File: src/rtl/branch_target_buffer_pkg.sv
// Shared types and helpers for the branch target buffer.
//   btbState_        : sweep FSM states (idle / invalidate sweep)
//   btbEntry_        : one BTB entry; tag and target are stored zero-extended
//                      to the package XLEN, counter to BTB_MAX_COUNTER_BITS
//   sat_counter_next : saturating up/down step of a direction counter
package branch_target_buffer_pkg;

  localparam int XLEN                 = 32;
  localparam int BTB_MAX_COUNTER_BITS = 4;

  typedef enum logic {
    BTB_IDLE,
    BTB_FLUSH
  } btbState_;

  typedef struct packed {
    logic                            valid;
    logic [XLEN-1:0]                 tag;
    logic [XLEN-1:0]                 target;
    logic [BTB_MAX_COUNTER_BITS-1:0] counter;
  } btbEntry_;

  // Counter holds 0..2^bits-1; bits above 'bits' stay zero because the
  // value can never step past the ceiling.
  function automatic logic [BTB_MAX_COUNTER_BITS-1:0] sat_counter_next(
    input logic [BTB_MAX_COUNTER_BITS-1:0] cnt,
    input logic                            up,
    input int                              bits
  );
    logic [BTB_MAX_COUNTER_BITS-1:0] ceiling;
    ceiling = BTB_MAX_COUNTER_BITS'((1 << bits) - 1);
    if (up && (cnt != ceiling))
      return cnt + BTB_MAX_COUNTER_BITS'(1);
    else if (!up && (cnt != '0))
      return cnt - BTB_MAX_COUNTER_BITS'(1);
    else
      return cnt;
  endfunction

endpackage

File: src/rtl/branch_target_buffer.sv
// Direct-mapped branch target buffer with per-entry saturating direction
// counters, a multi-cycle invalidate sweep and a saturating mispredict count.
// Ports:
//   clock, reset (async, active low)
//   lookupPC/lookupValid           : fetch-side query (combinational answer)
//   branchPredictValid/Data        : predict-taken flag and target to Fetch
//   updateValid/PC/Taken/Target    : resolved control transfer from Execute
//   updateMispredict               : Fetch prediction for this update was wrong
//   flushRequest / flushBusy       : start / in-progress of invalidate sweep
//   mispredictCount                : saturating mispredict statistic
module branch_target_buffer #(
  parameter int XLEN         = 32,
  parameter int ENTRIES      = 16,
  parameter int COUNTER_BITS = 2,
  parameter int COUNT_WIDTH  = 16
) (
  input  logic                   clock,
  input  logic                   reset,
  input  logic [XLEN-1:0]        lookupPC,
  input  logic                   lookupValid,
  output logic                   branchPredictValid,
  output logic [XLEN-1:0]        branchPredictData,
  input  logic                   updateValid,
  input  logic [XLEN-1:0]        updatePC,
  input  logic                   updateTaken,
  input  logic [XLEN-1:0]        updateTarget,
  input  logic                   updateMispredict,
  input  logic                   flushRequest,
  output logic                   flushBusy,
  output logic [COUNT_WIDTH-1:0] mispredictCount
);
  import branch_target_buffer_pkg::*;

  localparam int PKG_XLEN   = branch_target_buffer_pkg::XLEN;
  localparam int CTR_W      = BTB_MAX_COUNTER_BITS;
  localparam int INDEX_BITS = $clog2(ENTRIES);
  localparam int TAG_W      = XLEN - INDEX_BITS - 2;

  if ((ENTRIES < 2) || ((ENTRIES & (ENTRIES - 1)) != 0)) begin : g_bad_entries
    $error("ENTRIES must be a power of 2 and at least 2");
  end
  if ((COUNTER_BITS < 1) || (COUNTER_BITS > CTR_W)) begin : g_bad_counter
    $error("COUNTER_BITS must be in 1..4");
  end
  if (XLEN > PKG_XLEN) begin : g_bad_xlen
    $error("XLEN exceeds the entry field width");
  end

  btbEntry_                mem [ENTRIES];
  btbState_                state_q, state_d;
  logic [INDEX_BITS-1:0]   sweep_idx;
  logic [COUNT_WIDTH-1:0]  count_q;

  logic [INDEX_BITS-1:0]   lk_idx, up_idx;
  logic [PKG_XLEN-1:0]     lk_tag, up_tag;
  btbEntry_                lk_entry, up_entry, alloc_entry;
  logic                    lk_hit, up_hit, up_en;

  // Byte offset within a word never affects indexing.
  logic unused_pc_bits;
  assign unused_pc_bits = ^{lookupPC[1:0], updatePC[1:0]};

  assign lk_idx = lookupPC[INDEX_BITS+1:2];
  assign up_idx = updatePC[INDEX_BITS+1:2];

  always_comb begin
    lk_tag             = '0;
    lk_tag[TAG_W-1:0]  = lookupPC[XLEN-1:INDEX_BITS+2];
    lk_entry           = mem[lk_idx];
    lk_hit             = lookupValid && (state_q == BTB_IDLE) &&
                         lk_entry.valid && (lk_entry.tag == lk_tag);
    branchPredictValid = lk_hit && lk_entry.counter[COUNTER_BITS-1];
    branchPredictData  = branchPredictValid ? lk_entry.target[XLEN-1:0] : '0;
  end

  always_comb begin
    up_tag                         = '0;
    up_tag[TAG_W-1:0]              = updatePC[XLEN-1:INDEX_BITS+2];
    up_entry                       = mem[up_idx];
    up_hit                         = up_entry.valid && (up_entry.tag == up_tag);
    // A pending flush request takes priority over a simultaneous update.
    up_en                          = updateValid && !flushRequest &&
                                     (state_q == BTB_IDLE);
    alloc_entry                    = '0;
    alloc_entry.valid              = 1'b1;
    alloc_entry.tag                = up_tag;
    alloc_entry.target[XLEN-1:0]   = updateTarget;
    alloc_entry.counter            = CTR_W'(1) << (COUNTER_BITS - 1);
  end

  // All storage writes live in this one block so it can become an SRAM later.
  always_ff @(posedge clock or negedge reset) begin
    if (!reset) begin
      for (int i = 0; i < ENTRIES; i++) mem[i] <= '0;
    end else if (state_q == BTB_FLUSH) begin
      mem[sweep_idx].valid <= 1'b0;
    end else if (up_en) begin
      if (up_hit) begin
        mem[up_idx].counter <= sat_counter_next(up_entry.counter, updateTaken,
                                                COUNTER_BITS);
        if (updateTaken) mem[up_idx].target[XLEN-1:0] <= updateTarget;
      end else if (updateTaken) begin
        mem[up_idx] <= alloc_entry;
      end
    end
  end

  always_ff @(posedge clock or negedge reset) begin
    if (!reset) state_q <= BTB_IDLE;
    else        state_q <= state_d;
  end

  always_comb begin
    state_d = state_q;
    case (state_q)
      BTB_IDLE:  if (flushRequest) state_d = BTB_FLUSH;
      BTB_FLUSH: if (sweep_idx == INDEX_BITS'(ENTRIES - 1)) state_d = BTB_IDLE;
      default:   state_d = BTB_IDLE;
    endcase
  end

  // Sweep index sits at 0 while idle and wraps back to 0 after the last entry.
  always_ff @(posedge clock or negedge reset) begin
    if (!reset)                   sweep_idx <= '0;
    else if (state_q == BTB_FLUSH) sweep_idx <= sweep_idx + INDEX_BITS'(1);
    else                          sweep_idx <= '0;
  end

  // Counted in every state, including during a sweep.
  always_ff @(posedge clock or negedge reset) begin
    if (!reset)
      count_q <= '0;
    else if (updateValid && updateMispredict && (count_q != '1))
      count_q <= count_q + COUNT_WIDTH'(1);
  end

  assign flushBusy       = (state_q == BTB_FLUSH);
  assign mispredictCount = count_q;

endmodule

File: config.mk
export PLATFORM = sky130hd
export DESIGN_NAME = branch_target_buffer
export DESIGN_NICKNAME = d
export VERILOG_FILES = /design/src/rtl/branch_target_buffer_pkg.sv /design/src/rtl/branch_target_buffer.sv
export SDC_FILE = /design/constraint.sdc
export NUM_CORES = 2
export LEC_CHECK = 0
export CORE_UTILIZATION = 32
export CTS_BUF_LIST = sky130_fd_sc_hd__clkbuf_4 sky130_fd_sc_hd__clkbuf_8
export CTS_CLUSTER_SIZE = 10
export DETAILED_ROUTE_END_ITERATION = 6
export GPL_TIMING_DRIVEN = 0
export HOLD_SLACK_MARGIN = 0.12
export SLEW_MARGIN = 20
export SYNTH_ARGS = -nofsm -noshare
export SYNTH_HDL_FRONTEND = slang
export SYNTH_SLANG_ARGS = --single-unit
File: constraint.sdc
create_clock -name clock -period 8.2 [get_ports clock]
set_clock_uncertainty 0.2 [all_clocks]
set_input_delay 2.05 -clock clock [delete_from_list [all_inputs] [get_ports clock]]
set_output_delay 2.05 -clock clock [all_outputs]
set_load 0.005 [all_outputs]
Word level (Yosys, flattened, before mapping)
Index checks and enable logic that the tools add are counted.
{ "word_totals": {"ff_bits": 1125, "input_bits": 103, "output_inout_bits": 50, "wordCells": 137} }
{ "classes": {"addsub": 4, "order_cmp": 5, "eq_ne": 5, "muxes": 33, "n_bitwise": 4, "n_reduce_logical": 19} }
{ "ops": {"columns": ["operator", "count"], "rows": [
  ["$mux 1104", 5],
  ["$bwmux 1104", 4],
  ["$demux 69 s4", 4],
  ["$bmux 69 s4", 2],
  ["$mux 69", 6],
  ["$eq 32x26->1", 2],
  ["$mux 36", 1],
  ["$mux 32", 1],
  ["$mux 4", 7],
  ["$add 16x1->16 const B", 1],
  ["$ne 16x16->1 const B", 1],
  ["$ge 5x5->1 const B", 3],
  ["$not 4->5", 3],
  ["$logic_and 1x1->1", 13],
  ["$lt 5x1->1 const B", 2],
  ["$add 4x1->4 const B", 2],
  ["$eq 4x4->1 const B", 1],
  ["$ne 4x2->1 const B", 1],
  ["$reduce_bool 4->1", 1],
  ["$sub 4x1->4 const B", 1],
  ["$reduce_bool 3->1", 1],
  ["$logic_not 1->1", 2],
  ["$mux 1", 2],
  ["$pmux 1 s2", 1],
  ["other kinds (3)", 3]
]} }

Logic depth before layout (Yosys ltp)
{ "logic_depth": {"depth_word": 17, "depth_mapped": 20, "mapped_depth_nobuf": 11} }

Worst setup path after synthesis
OpenSTA, ideal clock, no wires.
{ "synth_timing": {"kind": "input port to output port", "from": "input lookupPC[2]", "to": "output branchPredictData[10]", "t_arrival_ns": 5.083, "path_slack_ns": 0.867, "cell_stages": 10, "cell_sequence": "clkbuf_1 -> buf_2 -> buf_1 -> mux4_2 -> mux4_2 -> xor2_1 -> nor4_1 -> nand4_1 -> clkbuf_1 -> nor2b_1"} }
{ "synth_between": {"elab_chain_cells": 8, "elab_cells_between_ends": 9, "classes_between": "eq/ne (1); mux (4); bitwise (1); reduce/logical (3)"} }
{ "synth_rtl": {"columns": ["element", "line", "rtl"], "rows": [
  ["start, declared", "branch_target_buffer.sv:19", "input logic [XLEN-1:0] lookupPC,"],
  ["$not 4->5 (implied by the code) *", "branch_target_buffer.sv:69", "lk_entry = mem[lk_idx];"],
  ["$bmux 69 s4 *", "branch_target_buffer.sv:69", null],
  ["$mux 69 (implied by the code) * (2 in series)", "branch_target_buffer.sv:69", null],
  ["$eq 32x26->1 / $logic_and 1x1->1 (equally long branches)", "branch_target_buffer.sv:71, branch_target_buffer.sv:70", null],
  ["$logic_and 1x1->1", "branch_target_buffer.sv:71", "lk_entry.valid && (lk_entry.tag == lk_tag);"],
  ["$logic_and 1x1->1", "branch_target_buffer.sv:72", "branchPredictValid = lk_hit && lk_entry.counter[COUNTER_BITS-1];"],
  ["$mux 32 *", "branch_target_buffer.sv:73", "branchPredictData = branchPredictValid ? lk_entry.target[XLEN-1:0] : '0;"],
  ["end, declared", "branch_target_buffer.sv:22", "output logic [XLEN-1:0] branchPredictData,"]
]} }
Mark *: on every way between the ends. The rest lies on a longest branch, timed or not. The select of a mux whose other input is x is not followed.

Worst setup path after layout
{ "layout_timing": {"from": "input lookupPC[3]", "to": "output branchPredictData[31]"} }
Same word-level chain as after synthesis.

==> results.cfg <==
[die]
core_um2 = 161000
die_y_um = 405
ios = 153
die_w_um = 405
num_rows = 147
die-area_um2 = 164000
start_util = 0.323

[placement]
globalplace.congestion = 0.953
port_buffers = 132
post-dp-hpwl_um = 117000

[hold_path]
hp-class = flip-flop to flip-flop

[timing]
setup_viol = 0
min_period_over_period = 0.994
hold_violations = 0
slew_violations = 0
clock.fmax_mhz = 123
maxSlewHeadroom = 0.149
fin_crit_ps = 8150
holdWs_ps = 284
rsz0062_at_grt = no
worstMarginPinSlew_ps = 1280

[pwr]
ir_worst_vdd_mv = 0.154
power_density_nw_per_um2 = 206
totalPowerFinal_mw = 12.6
leakage_nw = 28.0

[final_layout]
fin_nets = 3895
syn2layout_area_growth_pct = 17.9
final_util = 0.381
drive_above_1_share = 0.476

[global_routing]
grt-ovfl-total = 0
antenna_found_initial = 13
grt_pass1_vias = 35408
grt_pass1_wl_um = 255000
grtUsageTotal = 0.215
grt_max_degree = 148

[clock_network]
root_buffer = clkbuf_8
cts.path.max_buffers = 3
cts.sinks = 1029
clkTransAtPathRegs_ps = 60
clk_latency_ps = 960
cts_tree = yes
cts_buffers = 184
cts_max_level = 4

[route]
drc_errors = 0
wl_um = 176000
drtAntennaViolNets = 0
post_drt_wl_per_cell_um = 28.8
via_per_inst = 5.63
drtIter0Drc = 3341
via_count = 34363
drtPass1Iterations = 6

[logic_synthesis]
synthesis.instances = 3437
synth_nets = 3548
syn_area_um2 = 52000
synth_common_cells = dfrtp_1 (1029), mux2_2 (824), mux4_2 (381)
yosys_warnings = 0
synthFlopType = dfrtp_1
synth-edff-count = 0
synthTopCellsByArea = dfrtp_1 (50%), mux2_2 (18%), mux4_2 (16%)
avgSynthCellArea_um2 = 15.1
async_flop_share = 1.00
ys_ff_latch = 1029
synth.distinct_cells = 81
netlist.top_cell.by_area = dfrtp_1
ys_seq_area_frac = 0.495
synth.top_cell.area_share = 0.495
synth.most_common_cell = dfrtp_1

[outcome]
status = finished, final reports clean

[worst_setup_path]
crit_fanout = 10
critPathRequiredTime_ps = 5950
crit_path_start_kind = input pin
worstPathArrival_ps = 5900
crit_path_end_kind = output pin
critPathKind = input pin to output pin

[job]
maxCapViolCount = 0
## kinds of logic (layout without fill, tap and decap cells)
group / Yosys count / in the layout / synth area share
AOI/OAI and AO/OA: 265 / 265 / 0.0369
DFF: 1029 / 1029 / 0.495
buffers and inverters: 324 / 825 / 0.0287
other: 0 / 4 / 0
adders and majority gates: 8 / 8 / 0.00192
muxes: 1389 / 1389 / 0.389
xor gates and xnor gates: 69 / 69 / 0.0116
and+or+nand+nor: 353 / 353 / 0.0374
## critical path, stage by stage
cell and delay (ps):
clkbuf_4 260, buf_8 270, mux4_2 350, mux4_2 610, xnor2_2 220, nand4_1 180
nor3_4 390, nand4_1 140, buf_4 200, buf_4 180, buf_4 160, nor2b_2 270
clkdlybuf4s50_1 570
## path summary, 6_finish.rpt
check	from	end	slack, ps	cells after the start
setup / recovery	lookupPC[3]	branchPredictData[31]	50	13
hold / removal	mem[345]$_DFFE_PN0P_	mem[345]$_DFFE_PN0P_	280	1
setup reg to reg	mem[472]$_DFFE_PN0P_	mem[330]$_DFFE_PN0P_	3230	10
hold reg to reg	mem[345]$_DFFE_PN0P_	mem[345]$_DFFE_PN0P_	280	1
max in group asynchronous	reset	mem[158]$_DFFE_PN0P_	4080	6
min in group asynchronous	reset	mem[1079]$_DFFE_PN0P_	750	1
## through the flow
stage | TNS (ps) | worst slack [ps] | area [µm²] | instances
floorplan | 0 | 867 | 52000 | 3437
global placement | - | -42710 | 56000 | 5729
detailed placement | -101150 | -3290 | 56400 | 5739
CTS | 0 | 7.77 | 61200 | 6089
global route | 0 | 11.2 | 61300 | 6100
finish | 0 | 49.6 | 61300 | 6102
## flip-flops by register name (all words and copies together) (netlist names)
name / count
mem: 1008
flushBusy: 1
sweep_idx: 4
mispredictCount: 16
## layout by cell type, fill, tap and decap left out, types with 21 or more instances in the layout
cell type        count
o2bb2ai_1           46
buf_2               64
mux2i_1             87
mux2_4              95
dfrtp_1           1029
clkbuf_8           235
nor2_1              45
mux2_2             824
clkdlybuf4s50_1    131
o21ai_0             63
a21oi_1             29
nand3_1             32
clkbuf_1           139
a22oi_1             24
xnor2_1             33
mux4_2             381
clkbuf_4            65
nand2_1            101
buf_1               28
clkinv_2            21
nor2b_1             24
buf_4               28
xor2_1              26
nand4_1             29
## power breakdown
group	switching, mW	internal (mW)
registers	0.236	5.42
clock network	2.36	3.08
logic	0.796	0.741
## final cells by class
class	count	area, µm²
Antenna cell	4	10.0
Buffer	306	1800
Clock buffer	294	3660
Clock inverter	46	541
Fill cell	15139	99600
Inverter	18	67.6
Multi-Input combinational cell	2084	25000
Sequential cell	1029	25700
Tap cell	2160	2700
Timing Repair Buffer	161	1790
## routing by layer
metal  routed length, µm  vias up  global-route usage
met3               14700      412              0.0562
met5                 173        -                   0
met4                7730       12              0.0942
met1               74400    18561               0.290
met2               78900     1520               0.323
li1                    -    13858                   -
## what timing repair did
action	CTS	global route
hold buffers	0	0
setup buffers	9	7
endpoints found under the setup margin	33	21
pin swaps	8	4
gates cloned	1	1
gates resized for setup	141	21
(Power assumes the default switching activity.)
